[config.mk]
export PLATFORM = sky130hd
export DESIGN_NAME = aclk_core
export DESIGN_NICKNAME = d
export VERILOG_FILES = /design/src/rtl/aclk_core.sv
export SDC_FILE = /design/constraint.sdc
export NUM_CORES = 1
export LEC_CHECK = 0
export CELL_PAD_IN_SITES_DETAIL_PLACEMENT = 1
export CELL_PAD_IN_SITES_GLOBAL_PLACEMENT = 1
export CORE_MARGIN = 2
export CORE_UTILIZATION = 40
export CTS_CLUSTER_SIZE = 16
export DETAILED_ROUTE_END_ITERATION = 8
export GPL_TIMING_DRIVEN = 0
export MAX_ROUTING_LAYER = met4
export PLACE_DENSITY = 0.82
export SLEW_MARGIN = 25
export SYNTH_ARGS = -nofsm -noshare
export SYNTH_HDL_FRONTEND = slang
export SYNTH_SLANG_ARGS = --single-unit
[constraint.sdc]
create_clock -name clk -period 3.9 [get_ports clk]
set_clock_uncertainty 0.2 [all_clocks]
set_input_delay 0.39 -clock clk [delete_from_list [all_inputs] [get_ports clk]]
set_output_delay 0.39 -clock clk [all_outputs]
set_load 0.02 [all_outputs]
[src/rtl/aclk_core.sv]
// aclk_core: 24-hour BCD alarm clock with validated time/alarm loads
// and a sticky alarm flag raised on an HH:MM:00 match.
module aclk_core #(
    parameter int TICKS_PER_SEC = 10
) (
    input  logic       clk,
    input  logic       reset,
    input  logic [1:0] H_in1,
    input  logic [3:0] H_in0,
    input  logic [3:0] M_in1,
    input  logic [3:0] M_in0,
    input  logic       LD_time,
    input  logic       LD_alarm,
    input  logic       AL_ON,
    input  logic       STOP_al,
    output logic [1:0] H_out1,
    output logic [3:0] H_out0,
    output logic [3:0] M_out1,
    output logic [3:0] M_out0,
    output logic [3:0] S_out1,
    output logic [3:0] S_out0,
    output logic       Alarm
);
    localparam int PW = $clog2(TICKS_PER_SEC);
    localparam logic [PW-1:0] LAST = PW'(TICKS_PER_SEC - 1);

    logic [PW-1:0] pre;
    logic [1:0] a_h1;
    logic [3:0] a_h0, a_m1, a_m0;
    logic [1:0] n_h1;
    logic [3:0] n_h0, n_m1, n_m0, n_s1, n_s0;
    logic tick, valid, ld_t, ld_a, c_s0, c_s1, c_m0, c_m1, h_wrap, match;

    assign tick = pre == LAST;
    assign valid = H_in1 <= 2'd2 && H_in0 <= 4'd9 && !(H_in1 == 2'd2 && H_in0 > 4'd3)
                   && M_in1 <= 4'd5 && M_in0 <= 4'd9;
    assign ld_t = LD_time && valid;
    assign ld_a = LD_alarm && valid;

    // Ripple BCD carry chain; a load overrides the increment, no tick holds time.
    always_comb begin
        c_s0   = S_out0 == 4'd9;
        c_s1   = c_s0 && S_out1 == 4'd5;
        c_m0   = c_s1 && M_out0 == 4'd9;
        c_m1   = c_m0 && M_out1 == 4'd5;
        h_wrap = H_out1 == 2'd2 && H_out0 == 4'd3;
        n_s0   = c_s0 ? 4'd0 : S_out0 + 4'd1;
        n_s1   = c_s1 ? 4'd0 : c_s0 ? S_out1 + 4'd1 : S_out1;
        n_m0   = c_m0 ? 4'd0 : c_s1 ? M_out0 + 4'd1 : M_out0;
        n_m1   = c_m1 ? 4'd0 : c_m0 ? M_out1 + 4'd1 : M_out1;
        n_h0   = !c_m1 ? H_out0 : (h_wrap || H_out0 == 4'd9) ? 4'd0 : H_out0 + 4'd1;
        n_h1   = !c_m1 ? H_out1 : h_wrap ? 2'd0 : H_out0 == 4'd9 ? H_out1 + 2'd1 : H_out1;
        if (ld_t) begin
            {n_h1, n_h0, n_m1, n_m0, n_s1, n_s0} = {H_in1, H_in0, M_in1, M_in0, 8'd0};
        end else if (!tick) begin
            {n_h1, n_h0, n_m1, n_m0, n_s1, n_s0} = {H_out1, H_out0, M_out1, M_out0, S_out1, S_out0};
        end
        match = (ld_t || tick) &&
                {n_h1, n_h0, n_m1, n_m0, n_s1, n_s0} == {a_h1, a_h0, a_m1, a_m0, 8'd0};
    end

    always_ff @(posedge clk) begin
        if (!reset) begin
            pre <= '0;
            {H_out1, H_out0, M_out1, M_out0, S_out1, S_out0} <= '0;
            {a_h1, a_h0, a_m1, a_m0} <= '0;
            Alarm <= 1'b0;
        end else begin
            pre <= (ld_t || tick) ? '0 : pre + PW'(1);
            {H_out1, H_out0, M_out1, M_out0, S_out1, S_out0} <= {n_h1, n_h0, n_m1, n_m0, n_s1, n_s0};
            if (ld_a)
                {a_h1, a_h0, a_m1, a_m0} <= {H_in1, H_in0, M_in1, M_in0};
            Alarm <= (STOP_al || !AL_ON) ? 1'b0 : match ? 1'b1 : Alarm;
        end
    end
endmodule
==> results.md <==
* Fraction of layout cells with a size suffix above 1 at 0.0556
* Max transition margin at 0.547
* Final hold vios at 0
* Antenna violations before repair at 0
* Vias per cell at 5.77
* Pleak at 1.30 nW
* Buf/Inv on CP at 1
* Total Routing Usage GR at 0.234
* Status: completed
* H-tree Lvls at 2
* I/O Buffers at 42
* First DRT Iteration DRCs at 127
* Core Util, Final at 0.512
* Largest cells by area after synthesis: dfxtp_1 32%, mux2i_1 7.8%, nor2_1 7.6%
* Post-synth top cells: 52 x nor2_1, 41 x dfxtp_1, 20 x mux2i_1
* Most frequent CP cell: or4_1
* Area growth syn-to-layout at 24.7%
* Setup_tns at 0 ns
* Vias in the first global route at 2,644
* FP Rows at 29
* WL final at 7930 um
* Post-synthesis average cell area at 8.32 um^2
* Detail Placement HPWL at 6140 um
* Critical path cell sequence: ha_1, and3b_1, clkbuf_1, nand4_1, or4_1, a21oi_1, xnor2_1, nand3_1, or4_1, o21ai_1
* Crit path time final at 3.47 ns
* CTS tree: done
* Area share of the largest cell type after synthesis at 0.318
* Number of synthesized flops with an enable pin at 0
* Largest net degree at the start of global routing at 14
* #FFs+latches synth at 41
* Setup bufs post-CTS at 0
* Post-synthesis sequential area ratio at 0.318
* Post-CTS Hold Buffers at 0
* Antenna viol nets, final at 0
* RSZ-0062 raised after global routing: false
* Routed vias at 2,522
* Post-Syn Area at 2580 um^2
* Num CTS Buffers at 5
* Synth cell types at 62
* Ys async rst share at 0
* Syn_nets at 341
* Cells after synthesis at 310
* Die Wd at 84.3 um
* Worst-Skew Late Latency at 0.30 ns
* CP delay by family, top: simple AND/OR/NAND/NOR gates
* Finished Cell Area at 3220 um^2
* Crit. End Element: register
* Synth warn at 0
* CTS clk-pin slew, worst paths at 0.08 ns
* Root Driver: clkbuf_8
* First-pass GRT wire length at 13,000 um
* # resized after CTS at 0
* CP max FO at 9
* Final setup fails at 0
* Top_reg_cell synth: dfxtp_1
* GPL Wtd Cong at 0.841
* Req. time, crit path at 3.93 ns
* Crit path max-delay cell type: or4_1
* Max_cap viols at 0
* Power per Cell Area at 287 nW/um^2
* Final nets at 390
* Initial Utilization at 0.411
* Drt wl/cell at 18.2 um
* Crit path launch type: register
* Most common cell in the netlist: nor2_1
* Clock Sinks at 41
* Io pins at 43
* F_max at 288 MHz
* Crit path kind: reg2reg
* DRC at 0
* Dpl ws at 0.452 ns
* Die extent in y at 84.3 um
* Max IR drop VDD at 200 uV
* Core area at 6280 um^2
* Pre-antenna DRT Iters at 4
* Hold/Removal Path Class: reg2reg
* Tcrit/Tclk final at 0.889
* Die Area at 7110 um^2
* Maximum root-to-sink buffer count at 2
* CP peak stage delay at 0.57 ns
* Dpl cell area at 3100 um^2
* GRT overflow at 0
* Largest area contributor in the netlist: dfxtp_1
* Arr. time, crit path at 3.50 ns
* # diodes at 0
* Worst setup margin at 0.433 ns
* Final Max Slew Viols at 0
* Worst-Margin Slew at 0.680 ns
## cell type report
class	instances	area, um^2
Clock buffer	6	82.6
Inverter	9	33.8
Sequential cell	41	821
Buffer	14	68.8
Multi-Input combinational cell	246	1660
Timing Repair Buffer	42	420
Tap cell	77	96.3
Clock inverter	2	37.5
Fill cell	770	3060
## worst paths after layout
kind	depth (start not counted)	slack (ns)	end	startpoint
worst max-delay path	10	0.43	Alarm$_SDFFE_PP0P_	S_out1[0]$_SDFF_PN0_
worst min register to register	2	0.28	Alarm$_SDFFE_PP0P_	Alarm$_SDFFE_PP0P_
worst min-delay path	2	0.28	Alarm$_SDFFE_PP0P_	Alarm$_SDFFE_PP0P_
worst max register to register	10	0.43	Alarm$_SDFFE_PP0P_	S_out1[0]$_SDFF_PN0_
## per-layer routing
layer	track usage	share of wire	vias up
met4	0.0806	0.018	0
met5	-	0	-
met3	0.0344	0.034	16
li1	-	-	1223
met2	0.399	0.50	62
met1	0.281	0.45	1221
## report_power, final
group | leakage, nW | switching (W) | total [W] | internal, W
Combinational | 0.913 | 0.0000595 | 0.000113 | 0.0000534
Clock | 0.0574 | 0.000163 | 0.000372 | 0.000208
Sequential | 0.332 | 0.0000117 | 0.000439 | 0.000428
## cell families (layout without fill, tap and decap cells)
group | after synthesis | after routing | synth area share
AND/OR/NAND/NOR | 138 | 138 | 0.293
XOR/XNOR | 16 | 16 | 0.0543
adder cells (fa/ha/maj) | 11 | 11 | 0.0533
flip-flops | 41 | 41 | 0.318
buffers and inverters | 23 | 73 | 0.0398
AO/OA/AOI/OAI | 59 | 59 | 0.155
multiplexers | 22 | 22 | 0.0863
## placed cells by master (no fill, tap or decap), types with 4 or more instances in the layout
| cell | count |
|---|---|
| nor4_1 | 4 |
| inv_1 | 8 |
| nand3_1 | 11 |
| nor3_1 | 10 |
| and3b_1 | 4 |
| nor2b_1 | 4 |
| clkbuf_1 | 10 |
| dfxtp_1 | 41 |
| nor3b_1 | 5 |
| o21ai_0 | 13 |
| clkbuf_8 | 6 |
| nor2_1 | 52 |
| xnor2_1 | 6 |
| clkdlybuf4s50_1 | 42 |
| mux2i_1 | 20 |
| ha_1 | 11 |
| a21oi_1 | 12 |
| a211oi_1 | 5 |
| nand3b_1 | 5 |
| xor2_1 | 10 |
| nand2_1 | 17 |
## worst reg2reg max path: stages (launching register included)
cell      delay, ns
dfxtp_1        0.52
ha_1           0.26
and3b_1        0.17
clkbuf_1       0.22
nand4_1        0.28
or4_1          0.57
a21oi_1        0.23
xnor2_1        0.16
nand3_1        0.14
or4_1          0.53
o21ai_1        0.13
## stage by stage
stage / hold slack, ns / instances / power (W)
2_1_floorplan: 0.260 / 310 / 0.000506
4_1_cts: 0.289 / 437 / 0.000932
3_5_place_dp: 0.268 / 429 / 0.000561
6_report: 0.284 / 437 / 0.000924
3_3_place_gp: 0.248 / 429 / 0.000556
5_1_grt: 0.327 / 437 / 0.000956
Note: power is estimated with default switching activity, not from simulation.
